`config.mk`:
```
export PLATFORM = sky130hd
export DESIGN_NAME = floating_point_compare_buffer
export DESIGN_NICKNAME = d
export VERILOG_FILES = /design/src/rtl/floating_point_compare_buffer.sv
export SDC_FILE = /design/constraint.sdc
export NUM_CORES = 1
export LEC_CHECK = 0
export ABC_AREA = 1
export CORE_MARGIN = 2
export CORE_UTILIZATION = 41
export CTS_CLUSTER_DIAMETER = 40
export CTS_CLUSTER_SIZE = 40
export DETAILED_ROUTE_END_ITERATION = 6
export DONT_BUFFER_PORTS = 1
export PLACE_DENSITY = 0.62
export REMOVE_ABC_BUFFERS = 1
export SLEW_MARGIN = 10
export SYNTH_ARGS = -nofsm -noshare
export SYNTH_HDL_FRONTEND = slang
export SYNTH_SLANG_ARGS = --single-unit
```
`constraint.sdc`:
```
create_clock -name clk_i -period 7.39 [get_ports clk_i]
set_clock_uncertainty 0.05 [all_clocks]
set_input_delay 1.8475 -clock clk_i [delete_from_list [all_inputs] [get_ports clk_i]]
set_output_delay 1.8475 -clock clk_i [all_outputs]
set_load 0.01 [all_outputs]
```
`src/rtl/floating_point_compare_buffer.sv`:
```
// Result buffer between the FP comparator and writeback: a DEPTH-entry FIFO of
// {result, NV, tag} plus the sticky NV flag that retires with each popped entry.
module floating_point_compare_buffer #(
  parameter int DEPTH     = 4,
  parameter int TAG_WIDTH = 6
) (
  input  logic                 clk_i,
  input  logic                 rst_i,
  input  logic                 flush_i,
  input  logic [31:0]          result_i,
  input  logic                 invalid_op_i,
  input  logic [TAG_WIDTH-1:0] tag_i,
  input  logic                 data_valid_i,
  output logic                 full_o,
  output logic [31:0]          result_o,
  output logic [TAG_WIDTH-1:0] tag_o,
  output logic                 invalid_op_o,
  output logic                 data_valid_o,
  input  logic                 ready_i,
  input  logic                 clear_flags_i,
  output logic                 fflags_nv_o
);

  localparam int AW = $clog2(DEPTH);
  localparam int CW = AW + 1;
  localparam logic [CW-1:0] DEPTH_C = CW'(DEPTH);
  localparam logic [CW-1:0] LAST_C  = CW'(DEPTH - 1);

  // Handshake: an entry moves into the buffer on data_valid_i & !full_o, and
  // out of it on data_valid_o & ready_i; flush_i or rst_i cancels both moves.

  logic [31:0]          res_mem_q [DEPTH];
  logic [TAG_WIDTH-1:0] tag_mem_q [DEPTH];
  logic [DEPTH-1:0]     nv_mem_q;

  logic [CW-1:0] wr_ptr_q, wr_ptr_d;
  logic [CW-1:0] rd_ptr_q, rd_ptr_d;
  logic [CW-1:0] count_q, count_d;
  logic          fflags_q, fflags_d;
  logic          push, pop;
  logic [AW-1:0] wr_idx, rd_idx;
  logic          unused_ptr_msb;

  // Pointers wrap at DEPTH-1, so their top bit never sets.
  assign wr_idx         = wr_ptr_q[AW-1:0];
  assign rd_idx         = rd_ptr_q[AW-1:0];
  assign unused_ptr_msb = wr_ptr_q[AW] ^ rd_ptr_q[AW];

  assign full_o       = (count_q == DEPTH_C);
  assign data_valid_o = (count_q != '0);
  assign result_o     = res_mem_q[rd_idx];
  assign tag_o        = tag_mem_q[rd_idx];
  assign invalid_op_o = nv_mem_q[rd_idx];
  assign fflags_nv_o  = fflags_q;

  always_comb begin
    push     = data_valid_i && !full_o && !flush_i;
    pop      = data_valid_o && ready_i && !flush_i;
    wr_ptr_d = wr_ptr_q;
    rd_ptr_d = rd_ptr_q;
    count_d  = count_q;
    fflags_d = fflags_q;

    if (flush_i) begin
      wr_ptr_d = '0;
      rd_ptr_d = '0;
      count_d  = '0;
    end else begin
      if (push) wr_ptr_d = (wr_ptr_q == LAST_C) ? '0 : wr_ptr_q + CW'(1);
      if (pop)  rd_ptr_d = (rd_ptr_q == LAST_C) ? '0 : rd_ptr_q + CW'(1);
      case ({push, pop})
        2'b10:   count_d = count_q + CW'(1);
        2'b01:   count_d = count_q - CW'(1);
        default: count_d = count_q;
      endcase
    end

    // A retiring NV wins over a same-cycle CSR clear.
    if (pop && nv_mem_q[rd_idx]) begin
      fflags_d = 1'b1;
    end else if (clear_flags_i) begin
      fflags_d = 1'b0;
    end
  end

  always_ff @(posedge clk_i) begin
    if (rst_i) begin
      wr_ptr_q <= '0;
      rd_ptr_q <= '0;
      count_q  <= '0;
      fflags_q <= 1'b0;
      nv_mem_q <= '0;
      for (int i = 0; i < DEPTH; i++) begin
        res_mem_q[i] <= '0;
        tag_mem_q[i] <= '0;
      end
    end else begin
      wr_ptr_q <= wr_ptr_d;
      rd_ptr_q <= rd_ptr_d;
      count_q  <= count_d;
      fflags_q <= fflags_d;
      if (push) begin
        res_mem_q[wr_idx] <= result_i;
        tag_mem_q[wr_idx] <= tag_i;
        nv_mem_q[wr_idx]  <= invalid_op_i;
      end
    end
  end

  // Flags upstream offering a result while the buffer is full (it is dropped).
  cover property (@(posedge clk_i) disable iff (rst_i) (data_valid_i && full_o));

endmodule

```
# Word level (Yosys, flattened, before mapping)
# Memory sizes are Yosys's and may differ from the RTL's. A register that Yosys moved wholly into a read port is not among the register bits.
# Cells that the tools add are included.
# op_classes
add_sub_neg	4
n_lt_le_gt_ge	3
eq_ne	5
mux	25
reduce_logical	14
# op_table
operator	count
$mux 32	1
$reduce_or 32->1	1
$mux 2	6
$mux 1	11
$add 3x1->3 const B	3
$eq 3x2->1 const B	2
$logic_and 1x1->1	6
$lt 2x3->1 const B	2
$mux 3	2
$mux 6	1
$pmux 3 s2	1
$reduce_or 6->1	1
$bwmux 4	1
$reduce_bool 2->1	2
$eq 3x3->1 const B	1
$reduce_bool 3->1	1
$sub 3x1->3 const B	1
$bmux 1 s2	1
$demux 1 s2	1
$eq 2x1->1 const B	1
$eq 2x2->1 const B	1
$ge 2x1->1 const B	1
$logic_not 1->1	2
$reduce_or 2->1	1
# word_totals
regBits	14
ram_bits	152
inputBits	45
output_inout_bits	42
elab_cells	58
n_memories	2
# memory_table
memory	depth	width	rd	rd_clocked_by_memory_dff	write_ports	line_no	rtl
res_mem_q	4	32	1	1	4	32	logic [31:0] res_mem_q [DEPTH];
tag_mem_q	4	6	1	1	4	33	logic [TAG_WIDTH-1:0] tag_mem_q [DEPTH];

# Longest topological paths before layout
# Gate-level depths: netlist of run 1.
# depth
depth_word	9
ltp_mapped	12
depth_no_buf	12

# Least setup slack after synthesis of run 1
# Ideal clock, no wire load.
# synth_path
path_type	input port to flip-flop
from	input port data_valid_i
to	memory res_mem_q[0][0], enable pin
arrival_time_ps	5153
path_slack_ps	1701
stages	7
path_buffers	1
path_cell_list	inv_1 -> nor2_4 -> nand2_4 -> nor2_8 -> nand2_4 -> buf_6 -> o21ai_0
# synth_lines
element	line_no	rtl
start: declaration	13	input logic data_valid_i,
end: declaration	32	

==> flow_metrics.py, run 1 <==
metrics = {
    "status": {
        "status": "finished, final reports clean",
    },
    "hold_path": {
        "hp-start": "wr_ptr_q[2]",
        "holdCritPathClass": "flop to flop",
        "hold_depth": 2,
    },
    "place": {
        "io_buffer_count": 0,
        "placed_area_um2": 7650,
        "routabilityCongestion": 0.821,
        "dpl.hpwl_um": 9850,
    },
    "critical_path": {
        "r2r_setup_slack_ps": 3070,
        "cp-end-kind": "primary output",
        "start_kind": "flop",
        "cp-endpoint": "result_o[28]",
        "r2r-start": "wr_ptr_q[0]",
        "worst_ep_required_time_ps": 5490,
        "crit_fanout": 77,
        "rr_worst_depth": 3,
        "path_class": "flop to primary output",
        "r2r_end": "res_mem_q[2][20]",
        "cp_data_arrival_time_ps": 2430,
    },
    "clock_tree": {
        "cts_resized": 0,
        "tritoncts": "done",
        "clkTransAtPathRegs_ps": 70,
        "cts_sinks": 168,
        "h-tree-depth": 4,
        "numCtsBuffers": 17,
        "clockBufferDepth": 2,
        "clk_latency_ps": 430,
        "cts_setup_buffers": 0,
        "cts_hold_buf": 0,
        "root_buffer": "clkbuf_16",
    },
    "grt": {
        "grt_pass1_wl_um": 27500,
        "grt.total_usage_pct": 18.2,
        "grt_pass1_vias": 5189,
        "grt_overflow_total": 0,
        "antenna_found_initial": 0,
        "grt_max_degree": 79,
    },
    "timing": {
        "rsz0062_at_grt": "no",
        "maxSlewViolCount": 0,
        "fmax_ghz": 0.231,
        "timing.hold.ws_ps": 408,
        "fin_crit_sh_pct": 58.5,
        "fin_setup_tns_ps": 0,
        "finalHoldViolCount": 0,
        "fin_crit_ps": 4320,
        "setup_viol": 0,
        "tightest_slew_ps": 1200,
        "max-slew-margin-rel_pct": 20.1,
    },
    "floorplan": {
        "start_util_pct": 41.9,
        "dieArea_um2": 19400,
        "core.rowCount": 49,
        "core_um2": 18000,
        "fp.dieW_um": 139,
        "die_h_um": 139,
        "ios": 87,
    },
    "logic_synthesis": {
        "post-synth-top-count-cell": "nor2_1",
        "avgSynthCellArea_um2": 10.7,
        "synth_cell_types": 28,
        "synth_common_cells": "nor2_1, edfxtp_1, o21ai_0",
        "yosysTopAreaCellShare_pct": 60.7,
        "ys_ff_latch": 168,
        "netlist_area_um2": 7520,
        "synth_area_leaders": "edfxtp_1, nor2_1, o21ai_0, dfxtp_1, nor3_1",
        "synth_edf_count": 152,
        "yosysTopAreaCell": "edfxtp_1",
        "yosys_warnings": 0,
        "synthCells": 705,
        "ys.flop_type": "edfxtp_1",
        "async_flop_share_pct": 0,
        "seq_area_frac_synth_pct": 64.9,
    },
    "cells_and_area": {
        "fin_util_pct": 45.9,
        "fin_nets": 732,
        "antenna_cells": 0,
        "post-route-cell-area_um2": 8240,
        "syn_to_final_growth_pct": 9.55,
        "drive_above_1_share_pct": 12.1,
    },
    "power": {
        "fin_total_pwr_w": 0.00211,
        "peakVddDrop_uv": 175,
        "leakage_nw": 3.12,
        "p_per_area_nw_per_um2": 256,
    },
    "drt": {
        "drtAntennaViolNets": 0,
        "avgRoutedWirePerCell_um": 19.0,
        "drt_iter0_markers": 407,
        "routed_wirelength_um": 17600,
        "route.detailed.drc": 0,
        "viasPerCell": 5.49,
        "dr.pass1.iters": 7,
        "num_vias": 5059,
    },
    "run": {
        "drv_cap": 0,
    },
}
flip-flops by register name (all words and copies together) (netlist names), named ones only:
name and count:
tag_mem_q 24, nv_mem_q 4, fflags_nv_o 1, res_mem_q 128
wr_ptr_q 3, count_q 3, rd_ptr_q 3
cells in the final DEF (no fill, tap or decap), types with 10 or more instances in the layout:
master and instances:
clkbuf_16 17, dfxtp_1 13, edfxtp_1 152, inv_1 62, nand2_1 23, nor2_1 159, nor2_2 10, nor3_1 57
nor3_2 20, o21ai_0 75, o22ai_1 38
cell families (layout without fill, tap and decap cells):
family / after synthesis / count (layout) / synth area share, %
adders and majority gates: 7 / 7 / 1.26
buffers and inverters: 115 / 103 / 6.49
AOI/OAI and AO/OA: 131 / 131 / 9.45
and+or+nand+nor: 284 / 284 / 17.9
DFF: 168 / 168 / 64.9
critical path, stage by stage, from the launching register on:
cell and delay, ps:
dfxtp_2 310, buf_4 340, inv_2 100, buf_4 620, o21ai_0 160, o22ai_1 440
area by class of cell:
cell class / count / area (um^2)
Inverter: 66 / 248
Timing Repair Buffer: 5 / 37.5
Tap cell: 229 / 287
Fill cell: 1686 / 9720
Clock inverter: 15 / 166
Sequential cell: 168 / 4890
Multi-Input combinational cell: 422 / 2190
Clock buffer: 17 / 425
report_power, final:
part           switching [W]  leakage, nW  internal, W
logic              0.0000959         1.15    0.0000252
registers          0.0000157         1.70      0.00108
clock network       0.000389        0.275     0.000504
metrics by stage:
step | instances | setup slack (ps)
floorplan | 656 | 1390
global placement | 890 | 2710
detailed placement | 890 | 2650
CTS | 922 | 3030
global route | 922 | 2810
finish | 922 | 3070
metal layers:
layer	GRT usage, %	part of all wire (%)	vias up
met4	5.10	1.3	0
met5	0	0	-
met1	21.9	41	2498
met2	31.0	50	152
met3	6.61	7.4	19
li1	-	-	2390
how the worst min path moves through the flow:
stage,end,slack (ps)
6_report,wr_ptr_q[2],410
5_1_grt,wr_ptr_q[2],440
4_1_cts,wr_ptr_q[2],410
3_5_place_dp,wr_ptr_q[2],400
3_3_place_gp,wr_ptr_q[2],400
2_1_floorplan,wr_ptr_q[2],380
No activity file was read; power rests on OpenSTA's default activity.
==> run 2: changes to the inputs <==
- clock period: 7.39 -> 4.4 ns (I/O delays scaled with it)
==> run 2 against run 1 <==
Sequential power grew 69%. Global-route usage grew 0.41 points. Utilization grew 0.33 points. Power grew 67%. Critical endpoint is now result_o[0].
==> flow_metrics.py, run 2 (same netlist as run 1, synthesis figures left out) <==
metrics = {
    "status": {
        "status": "finished, final reports clean",
    },
    "critical_path": {
        "r2r_setup_slack_ps": 1900,
        "cp_cell_sequence": "buf_4 > o21ai_0 > o22ai_1",
        "path_class": "flop to primary output",
        "cp-end-kind": "primary output",
        "critical-path-slowest-cell": "dfxtp_2",
        "cp_data_arrival_time_ps": 2400,
        "worst_ep_required_time_ps": 3250,
        "start_kind": "flop",
        "cpPeakStageDelay_ps": 990,
        "crit_fanout": 55,
    },
    "clock_tree": {
        "cts_hold_buf": 0,
        "clk_latency_ps": 420,
        "cts_sinks": 168,
        "clkTransAtPathRegs_ps": 60,
        "cts_resized": 0,
        "clockBufferDepth": 2,
        "cts_setup_buffers": 0,
        "tritoncts": "done",
        "h-tree-depth": 4,
        "numCtsBuffers": 17,
        "root_buffer": "clkbuf_16",
    },
    "cells_and_area": {
        "drive_above_1_share_pct": 12.3,
        "fin_util_pct": 46.2,
        "largest_reg_flops": 128,
        "mostFrequentLayoutCells": "nor2_1, edfxtp_1, o21ai_0",
        "syn_to_final_growth_pct": 10.3,
        "fin_nets": 738,
        "layout.cells.most_common": "nor2_1",
        "num-fill-cells": 1647,
        "antenna_cells": 0,
        "largest-register": "res_mem_q",
        "reg_top3": "res_mem_q: 128 flops, tag_mem_q: 24 flops, nv_mem_q: 4 flops",
    },
    "floorplan": {
        "start_util_pct": 41.9,
        "ios": 87,
        "core.rowCount": 49,
        "fp.dieW_um": 139,
        "core_um2": 18000,
        "die_h_um": 139,
        "dieArea_um2": 19400,
    },
    "run": {
        "drv_cap": 0,
    },
    "timing": {
        "timing.hold.ws_ps": 408,
        "fin_crit_ps": 3550,
        "fin_crit_sh_pct": 80.8,
        "setup_viol": 0,
        "timing.final.ws_setup_ps": 847,
        "finalHoldViolCount": 0,
        "maxSlewViolCount": 0,
        "fin_setup_tns_ps": 0,
        "rsz0062_at_grt": "no",
        "fmax_ghz": 0.281,
        "tightest_slew_ps": 1030,
        "max-slew-margin-rel_pct": 31.0,
    },
    "place": {
        "io_buffer_count": 0,
        "dpl_worst_slack_ps": 1320,
        "routabilityCongestion": 0.768,
        "dpl.hpwl_um": 10700,
    },
    "drt": {
        "drtAntennaViolNets": 0,
        "route.detailed.drc": 0,
        "drt_iter0_markers": 491,
        "routed_wirelength_um": 18000,
        "viasPerCell": 5.50,
        "avgRoutedWirePerCell_um": 19.4,
        "num_vias": 5106,
        "dr.pass1.iters": 6,
    },
    "power": {
        "p_switching_w": 0.000774,
        "comb_power_share_pct": 6.0,
        "switching_share_pct": 22.0,
        "power.share.clock_pct": 41.7,
        "p_per_area_nw_per_um2": 423,
        "peakVddDrop_uv": 261,
        "power.internal_w": 0.00274,
        "leakage_nw": 3.18,
        "p_seq_share_pct": 52.3,
    },
    "hold_path": {
        "holdCritPathClass": "flop to flop",
    },
    "grt": {
        "grt_pass1_vias": 5177,
        "grt_max_degree": 77,
        "grt.total_usage_pct": 18.6,
        "grt_pass1_wl_um": 28200,
        "grt_overflow_total": 0,
        "antenna_found_initial": 0,
    },
}
-- run 2: changes by cell type in the layout (fill, tap and decap cells not counted), moves of 3 or more --
cell / change
inv_6: -4
clkbuf_16: +3
clkinvlp_4: -5
clkbuf_1: +3
buf_4: +5
clkbuf_8: +4
-- run 2: path summary, 6_finish.rpt --
check                                  from  cells past startpoint               to
worst max-delay path                   flop                      3      result_o[0]
worst min-delay path            wr_ptr_q[2]                      2      wr_ptr_q[2]
worst max register to register  wr_ptr_q[0]                      3  res_mem_q[2][0]
worst min register to register  wr_ptr_q[2]                      2      wr_ptr_q[2]
-- run 2: critical path, delay by kind of cell (launching register included) --
family	cells	cell delay [ps]
buf+inv	1	400
flops	1	990
compound gates	2	570
-- run 2: metrics by stage --
step	power, W	std cells	instance area (um^2)
4_1_cts	0.00354	928	8300
5_1_grt	0.00363	928	8300
3_5_place_dp	0.00208	896	7710
6_report	0.00351	928	8300
2_1_floorplan	0.00201	656	7280
3_3_place_gp	0.00208	896	7710
-- run 2: power by group through the flow --
stage,Clock (W),Combinational (W),Sequential [W]
3_5_place_dp,0,0.000215,0.00187
5_1_grt,0.00156,0.000233,0.00184
4_1_cts,0.00149,0.000215,0.00184
2_1_floorplan,0,0.000138,0.00187
3_3_place_gp,0,0.000209,0.00187
6_report,0.00147,0.000212,0.00184
-- run 2: metal layers --
layer	up-vias	wire, um	global-route usage [%]
met2	156	8950	31.2
met3	13	1300	6.50
met5	-	0	0
li1	2403	-	-
met1	2534	7620	23.5
met4	0	150	4.15
-- run 2: cell type report --
| type | instances | area [um^2] | share of cell area, % |
|---|---|---|---|
| Timing Repair Buffer | 11 | 95.1 | 1.15 |
| Sequential cell | 168 | 4890 | 58.9 |
| Clock inverter | 5 | 27.5 | 0.332 |
| Tap cell | 229 | 287 | 3.45 |
| Clock buffer | 27 | 567 | 6.83 |
| Inverter | 66 | 248 | 2.98 |
| Multi-Input combinational cell | 422 | 2190 | 26.4 |
